<file path="src/rtl/decode_hz.sv">
// decode_hz: registered instruction-decode stage with load-use hazard
// detection. Decodes one instruction per cycle into a pipeline register,
// squashes on flush, holds on downstream stall and inserts one bubble
// when the held load writes a register the incoming instruction reads.
module decode_hz #(
  parameter int AWIDTH    = 5,
  parameter int IWIDTH    = 32,
  parameter int DWIDTH    = 32,
  parameter int PCWIDTH   = 32,
  parameter int IMM_WIDTH = 16
) (
  input  logic               d_clk,
  input  logic               d_rst,
  input  logic               d_i_ce,
  input  logic [IWIDTH-1:0]  d_i_instr,
  input  logic [PCWIDTH-1:0] d_i_pc,
  input  logic               d_i_flush,
  input  logic               d_i_stall,
  output logic               d_o_stall,
  output logic               d_o_ce,
  output logic [5:0]         d_o_opcode,
  output logic [5:0]         d_o_funct,
  output logic [AWIDTH-1:0]  d_o_addr_rs,
  output logic [AWIDTH-1:0]  d_o_addr_rt,
  output logic [AWIDTH-1:0]  d_o_addr_rd,
  output logic [DWIDTH-1:0]  d_o_imm,
  output logic [PCWIDTH-1:0] d_o_pc,
  output logic               d_o_reg_dst,
  output logic               d_o_reg_wr,
  output logic               d_o_alu_src,
  output logic               d_o_branch,
  output logic               d_o_bne,
  output logic               d_o_jump,
  output logic               d_o_memread,
  output logic               d_o_memwrite,
  output logic               d_o_memtoreg,
  output logic               d_o_illegal
);

  localparam logic [5:0] OP_R    = 6'd0;
  localparam logic [5:0] OP_J    = 6'd2;
  localparam logic [5:0] OP_BEQ  = 6'd3;
  localparam logic [5:0] OP_ADDI = 6'd4;
  localparam logic [5:0] OP_LW   = 6'd5;
  localparam logic [5:0] OP_SW   = 6'd6;
  localparam logic [5:0] OP_BNE  = 6'd7;
  localparam logic [5:0] OP_ORI  = 6'd8;

  // control bit order: reg_dst reg_wr alu_src branch bne jump memread memwrite memtoreg
  localparam int NCTL = 9;

  logic [5:0]           in_opcode;
  logic [5:0]           in_funct;
  logic [AWIDTH-1:0]    in_rs;
  logic [AWIDTH-1:0]    in_rt;
  logic [AWIDTH-1:0]    in_rd;
  logic [IMM_WIDTH-1:0] in_imm;

  assign in_opcode = d_i_instr[31:26];
  assign in_funct  = d_i_instr[5:0];
  assign in_rs     = d_i_instr[25:21];
  assign in_rt     = d_i_instr[20:16];
  assign in_rd     = d_i_instr[15:11];
  assign in_imm    = d_i_instr[IMM_WIDTH-1:0];

  logic [NCTL-1:0]   dec_ctl;
  logic              dec_illegal;
  logic              dec_rs_used;
  logic              dec_rt_used;
  logic [DWIDTH-1:0] dec_imm;

  // Decode the incoming instruction into controls, extended immediate and register usage.
  always_comb begin
    dec_ctl     = '0;
    dec_illegal = 1'b0;
    dec_rs_used = 1'b0;
    dec_rt_used = 1'b0;
    dec_imm     = {{(DWIDTH-IMM_WIDTH){in_imm[IMM_WIDTH-1]}}, in_imm};
    case (in_opcode)
      OP_R:    begin dec_ctl = 9'b110000000; dec_rs_used = 1'b1; dec_rt_used = 1'b1; end
      OP_J:    begin
        dec_ctl = 9'b000001000;
        dec_imm = {{(DWIDTH-26){1'b0}}, d_i_instr[25:0]};
      end
      OP_BEQ:  begin dec_ctl = 9'b000100000; dec_rs_used = 1'b1; dec_rt_used = 1'b1; end
      OP_BNE:  begin dec_ctl = 9'b000110000; dec_rs_used = 1'b1; dec_rt_used = 1'b1; end
      OP_ADDI: begin dec_ctl = 9'b011000000; dec_rs_used = 1'b1; end
      OP_ORI:  begin
        dec_ctl     = 9'b011000000;
        dec_rs_used = 1'b1;
        dec_imm     = {{(DWIDTH-IMM_WIDTH){1'b0}}, in_imm};
      end
      OP_LW:   begin dec_ctl = 9'b011000101; dec_rs_used = 1'b1; end
      OP_SW:   begin dec_ctl = 9'b001000010; dec_rs_used = 1'b1; dec_rt_used = 1'b1; end
      default: dec_illegal = 1'b1;
    endcase
  end

  logic hazard;

  // A held load whose nonzero destination feeds the incoming instruction forces one bubble.
  always_comb begin
    hazard = d_o_ce & d_o_memread & (d_o_addr_rt != '0) & d_i_ce &
             ((dec_rs_used & (in_rs == d_o_addr_rt)) |
              (dec_rt_used & (in_rt == d_o_addr_rt)));
  end

  assign d_o_stall = d_i_stall | (hazard & ~d_i_flush);

  logic [NCTL-1:0] ctl_q;

  assign {d_o_reg_dst, d_o_reg_wr, d_o_alu_src, d_o_branch, d_o_bne,
          d_o_jump, d_o_memread, d_o_memwrite, d_o_memtoreg} = ctl_q;

  // Pipeline register: reset > flush > stall hold > hazard bubble > load > bubble.
  always_ff @(posedge d_clk) begin
    if (!d_rst) begin
      ctl_q       <= '0;
      d_o_ce      <= 1'b0;
      d_o_illegal <= 1'b0;
      d_o_opcode  <= '0;
      d_o_funct   <= '0;
      d_o_addr_rs <= '0;
      d_o_addr_rt <= '0;
      d_o_addr_rd <= '0;
      d_o_imm     <= '0;
      d_o_pc      <= '0;
    end else if (d_i_flush || (!d_i_stall && (hazard || !d_i_ce))) begin
      ctl_q       <= '0;
      d_o_ce      <= 1'b0;
      d_o_illegal <= 1'b0;
    end else if (!d_i_stall) begin
      // Illegal opcodes still load their fields but arrive as a flagged bubble.
      ctl_q       <= dec_illegal ? '0 : dec_ctl;
      d_o_ce      <= ~dec_illegal;
      d_o_illegal <= dec_illegal;
      d_o_opcode  <= in_opcode;
      d_o_funct   <= in_funct;
      d_o_addr_rs <= in_rs;
      d_o_addr_rt <= in_rt;
      d_o_addr_rd <= in_rd;
      d_o_imm     <= dec_imm;
      d_o_pc      <= d_i_pc;
    end
  end

endmodule
</file>
<file path="config.mk">
export PLATFORM = sky130hd
export DESIGN_NAME = decode_hz
export DESIGN_NICKNAME = d
export VERILOG_FILES = /design/src/rtl/decode_hz.sv
export SDC_FILE = /design/constraint.sdc
export NUM_CORES = 1
export LEC_CHECK = 0
export CORE_MARGIN = 2
export CORE_UTILIZATION = 39
export DETAILED_ROUTE_END_ITERATION = 6
export PLACE_DENSITY = 0.8
export SETUP_SLACK_MARGIN = 0.15
export SYNTH_ARGS = -nofsm -noshare
export SYNTH_HDL_FRONTEND = slang
export SYNTH_SLANG_ARGS = --single-unit
</file>
<file path="constraint.sdc">
create_clock -name d_clk -period 6.35 [get_ports d_clk]
set_clock_uncertainty 0.05 [all_clocks]
set_input_delay 1.905 -clock d_clk [delete_from_list [all_inputs] [get_ports d_clk]]
set_output_delay 1.905 -clock d_clk [all_outputs]
set_load 0.02 [all_outputs]
</file>
# Yosys cells after proc, flatten, opt, wreduce, memory -nomap -nowiden
# Index checks and enable logic that the tools add are counted.
[totals]
register_bits = 102
ramBits = 0
latch_bits = 0
n_memories = 0
input_bits = 69
romBits = 0
[classes]
n_reduce_logical = 13
order_cmp = 0
mux = 6
mul = 0
div_mod_pow = 0
n_eq_ne = 9
shifts = 0
addsub = 0
n_bitwise = 13
[ops]
columns = ["operator", "count"]
rows = [
  ["case mux 32 bit (2 select lines)", 1],
  ["case mux 9 bit (7 select lines)", 1],
  ["equality test 6 x 3 -> 1 bit (second input constant)", 4],
  ["equality test 6 x 2 -> 1 bit (second input constant)", 2],
  ["equality test 5 bit", 2],
  ["2-to-1 mux 9 bit", 1],
  ["OR reduction 8 bit", 1],
  ["bitwise AND 1 bit", 7],
  ["OR reduction 7 bit", 1],
  ["equality test 6 x 4 -> 1 bit (second input constant)", 1],
  ["logical NOT 6 bit", 1],
  ["nonzero test 5 bit", 1],
  ["inverter 1 bit", 4],
  ["OR reduction 2 bit", 2],
  ["OR reduction 4 bit", 1],
  ["2-to-1 mux 1 bit", 3],
  ["logical NOT 1 bit", 2],
  ["logical OR 1 bit", 2],
  ["bitwise OR 1 bit", 2],
  ["AND reduction 2 bit", 1],
  ["logical AND 1 bit", 1],
]

# Logic depth before layout (Yosys ltp)
[logic_depth]
ltp_word = 11
mapped_depth = 9

# Worst setup path before layout
# No wires, ideal clock.
[synth_timing]
kind = "in2out"
from = "input d_i_instr[26]"
to = "output d_o_stall"
path_stages = 7
required_ps = 4395
arrival_ps = 3913
slack_ps = 482
path_cell_list = "buf_2 or3_4 a2111oi_2 nand2_1 a2111oi_2 clkbuf_1 a21o_1"
[synth_via]
elab_chain_len = 8
word_cells_on_any_way = 17
cone_classes = "eq/ne: 6; mux: 2; bitwise: 6; reduce/logical: 3"
[synth_rtl]
columns = ["item", "line_no", "source"]
rows = [
  ["start: declaration", "15", "input logic [IWIDTH-1:0] d_i_instr,"],
  ["equality test 6 x 4 -> 1 bit, or another cell as far along", "79", "case (in_opcode)"],
  ["OR reduction 7 bit (no source line) or OR reduction 4 bit (tied branches)", "-", ""],
  ["2-to-1 mux 1 bit", "79", ""],
  ["bitwise AND 1 bit, on equally long branches", "104, 105", ""],
  ["bitwise OR 1 bit *", "104", "((dec_rs_used & (in_rs == d_o_addr_rt)) |"],
  ["bitwise AND 1 bit *", "103", "hazard = d_o_ce & d_o_memread & (d_o_addr_rt != '0) & d_i_ce &"],
  ["bitwise AND 1 bit *", "108", "assign d_o_stall = d_i_stall | (hazard & ~d_i_flush);"],
  ["bitwise OR 1 bit *", "108", ""],
  ["end: declaration", "19", "output logic d_o_stall,"],
]
# Mark *: on every way between the ends. The rest lies on a longest branch, timed or not.

# Worst setup path in the final report
# Same ends and word-level chain as after synthesis.

==> summary.txt <==
Status -> finished, final reports clean
CP Class -> primary input to output pin
CTS buffer count -> 9
Port-buffer cells -> 171
Total Wirelength -> 9720 um
Tmin final -> 6.12 ns
Setup Slack @ Placement -> -0.0668 ns
Fillcell total -> 665
Leading area contributor after synthesis -> dfxtp_1
Worst-skew pair later-pin latency -> 0.35 ns
Setup Viol. Count Final -> 0
Crit-path max FO -> 2
Avg WL per Cell -> 17.3 um
Std-Cell Rows -> 33
Clock Tree Buf Depth -> 2
Layout cell share with drive strength beyond 1 -> 0.0721
Global routing usage on met3 -> 0.0514
Fin area -> 0.00509 mm2
Met1 usage -> 0.263
Top_reg_cell synth -> dfxtp_1
Initial Util -> 0.399
Clock Sinks -> 85
Number of unique standard cell types used by synthesis -> 38
P_leak -> 1.85 nW
Mapped Cells -> 303
GR Overflow Total -> 0
Critical path's slowest cell -> clkdlybuf4s50_1
Worst hold slack -> 0.429 ns
Root Buffer -> clkbuf_8
CP Launch Type -> primary input
Antenna Cells -> 0
Vias per Instance -> 5.27
Core area -> 0.00813 mm2
Required @ worst endpoint -> 4.39 ns
Ys Warns -> 0
Clock H-tree levels -> 3
Final worst-path cycle share -> 0.964
Gr usage total -> 0.208
Vias -> 2,967
Synth top area share -> 0.524
Placer Congestion -> 0.923
GR peak layer -> met2
Multi-input gate area -> 0.00127 mm2
CTS tree -> built
Net Sw Frac -> 0.273
Largest net degree at the start of global routing -> 64
Hpwl dp -> 6800 um
EDFF count, synth -> 0
Hold Startpoint -> d_o_opcode[2]
Placement Cell Area -> 0.00490 mm2
Slew @ Worst Pin -> 1.25 ns
Internal power -> 0.795 mW
Max Slew Vio Count -> 0
Setup slack, reg-to-reg -> 3.07 ns
Cell Area, Synth -> 0.00325 mm2
Area occupied by registers -> 0.00170 mm2
Worst slew margin -> 0.167
Initial antenna violation count -> 0
DRC Markers -> 0
Clock Pin Slew Worst Setup and Hold Paths -> 0.08 ns
Setup ws final -> 0.231 ns
Synth Area per Inst -> 10.7 um2
Tightest Hold Check Type -> flop to flop
Dpl cells -> 546
Post-Layout Cell Count -> 563
PD cells -> 215 mW/mm2
R2r endpoint -> d_o_imm[5]
First-pass GRT wire length -> 14,700 um
Max-cap viol count -> 0
Sw Pwr -> 0.298 mW
Die area -> 0.00907 mm2
First drt pass iteration count -> 4
Antenna Nets Post-Route -> 0
DR iter-0 viols -> 120
Worst VDD drop -> 0.000102 V
Final hold violation count -> 0
Register area share after synthesis -> 0.524
Gate power share -> 0.167
CP Data Arrival Time -> 4.16 ns
Hold Path End -> d_o_opcode[2]
Die W -> 95.2 um
Critical Path Max Stage Delay -> 0.43 ns
Flop pwr share -> 0.515
RSZ-0062 raised after global routing -> no
WHS Path Cells -> 1
Nets -> 522
Met2 usage -> 0.341
Fmax -> 163 MHz
Die Y -> 95.2 um
Clock share of power -> 0.319
Number of global-route vias before repair -> 2,861
Top delay family on crit path -> compound AO/OA/AOI/OAI gates
Worst R2R Path Depth -> 5
Crit-path cells -> clkdlybuf4s50_1, or3_4, a2111oi_2, nand2_1, a2111oi_4, a21o_1, clkdlybuf4s15_1
Synth area leaders -> dfxtp_1 (52%), a22o_1 (17%), buf_4 (4.2%)
Worst r2r src -> d_o_addr_rt[0]
Seq cells post-synth -> 85
CP Capture Type -> output pin
Ys async rst share -> 0
IO Pins -> 172
Post-Syn Nets -> 372
CP bufs+invs -> 2
Area Overhead vs Synth -> 57.0%
[per-layer routing]
layer  vias to the layer above  wire length (um)
met1                      1423              4140
li1                       1418                 -
met4                         0               244
met2                       107              4780
met5                         -                 0
met3                        19               546
[stage by stage]
step / TNS, ns / utilization / power [mW]
2_1_floorplan: 0 / - / 0.657
3_3_place_gp: -0.0648 / 0.603 / 0.752
3_5_place_dp: -0.0668 / 0.603 / 0.755
4_1_cts: 0 / 0.625 / 1.10
5_1_grt: 0 / 0.626 / 1.14
6_report: 0 / 0.626 / 1.09
[layout make-up]
cell class	instances	share of cell area
timing repair buffer	182	0.355
tap	105	0.0258
clock inverter	6	0.00909
sequential	85	0.334
inverter	3	0.00221
clock buffer	10	0.0250
multi-input combinational	172	0.249
[worst max path at each step]
stage,from,end,slack [ns],cells past startpoint
2_1_floorplan,d_i_instr[26],d_o_stall,0.48,7
3_3_place_gp,d_i_instr[26],d_o_stall,-0.06,7
3_5_place_dp,d_i_instr[26],d_o_stall,-0.07,7
4_1_cts,d_i_instr[26],d_o_stall,0.23,7
5_1_grt,d_i_instr[26],d_o_stall,0.14,7
6_report,d_i_instr[26],d_o_stall,0.23,7
[synth_stat cells (all sizes together), types with 2 or more instances]
library cell	n
a22o	63
buf	32
xor2	8
nor3	13
a2111oi	13
a22oi	2
nand3	4
a21oi	21
clkbuf	11
xnor2	3
inv	3
nor2	15
dfxtp	85
o21ai	4
nand2	5
or2	2
nor4	4
[state kept, by name, summed over array words and instances, names as in the netlist]
| signal | count |
|---|---|
| d_o_illegal | 1 |
| d_o_addr_rs | 5 |
| d_o_imm | 18 |
| d_o_addr_rt | 5 |
| d_o_opcode | 6 |
| d_o_funct | 5 |
| ctl_q | 8 |
| d_o_addr_rd | 4 |
| d_o_pc | 32 |
| d_o_ce | 1 |
[placed cells by master (no fill, tap or decap), types with 2 or more instances in the layout]
| cell type | netlist | final |
|---|---|---|
| buf_4 | 18 | 10 |
| clkinvlp_4 | 0 | 2 |
| nand2_1 | 5 | 5 |
| clkdlybuf4s50_1 | 0 | 170 |
| nand3_1 | 4 | 4 |
| nor3_1 | 13 | 13 |
| xnor2_1 | 3 | 3 |
| dfxtp_1 | 85 | 85 |
| inv_1 | 3 | 3 |
| nor4_1 | 4 | 4 |
| a22oi_1 | 2 | 2 |
| a2111oi_0 | 11 | 11 |
| a21oi_1 | 20 | 20 |
| inv_6 | 0 | 3 |
| a22o_1 | 63 | 63 |
| clkbuf_8 | 0 | 9 |
| nor2_1 | 15 | 15 |
| o21ai_1 | 3 | 3 |
| xor2_1 | 8 | 8 |
[kinds of logic (layout without fill, tap and decap cells)]
family                 count (synthesis)  in the layout  share of synthesized area
AO/OA/AOI/OAI                        109            109                      0.271
flip-flops                            85             85                      0.524
AND/OR/NAND/NOR                       51             51                     0.0810
buffers and inverters                 46            201                     0.0910
XOR/XNOR                              11             11                     0.0297
multiplexers                           1              1                    0.00308
[worst reg2reg max path, stage by stage, from the launching register on]
cell      delay, ns
dfxtp_1        0.38
or4_1          0.53
nor2_1         0.26
a2111o_1       0.49
and4b_2        1.17
a22o_1         0.33
[repair_timing]
action                                  4_1_cts  5_1_grt
endpoints found under the setup margin        1        1
resized for setup                             2        1
buffers inserted                              0        1
hold buffers                                  0        0
pin swaps                                     0        1
[power by group through the flow]
stage	combinational [mW]	clock (mW)	sequential [mW]
5_1_grt	0.193	0.382	0.565
3_5_place_dp	0.180	0	0.575
6_report	0.182	0.348	0.563
2_1_floorplan	0.0612	0	0.596
3_3_place_gp	0.178	0	0.574
4_1_cts	0.182	0.359	0.563
(Power assumes the default switching activity.)
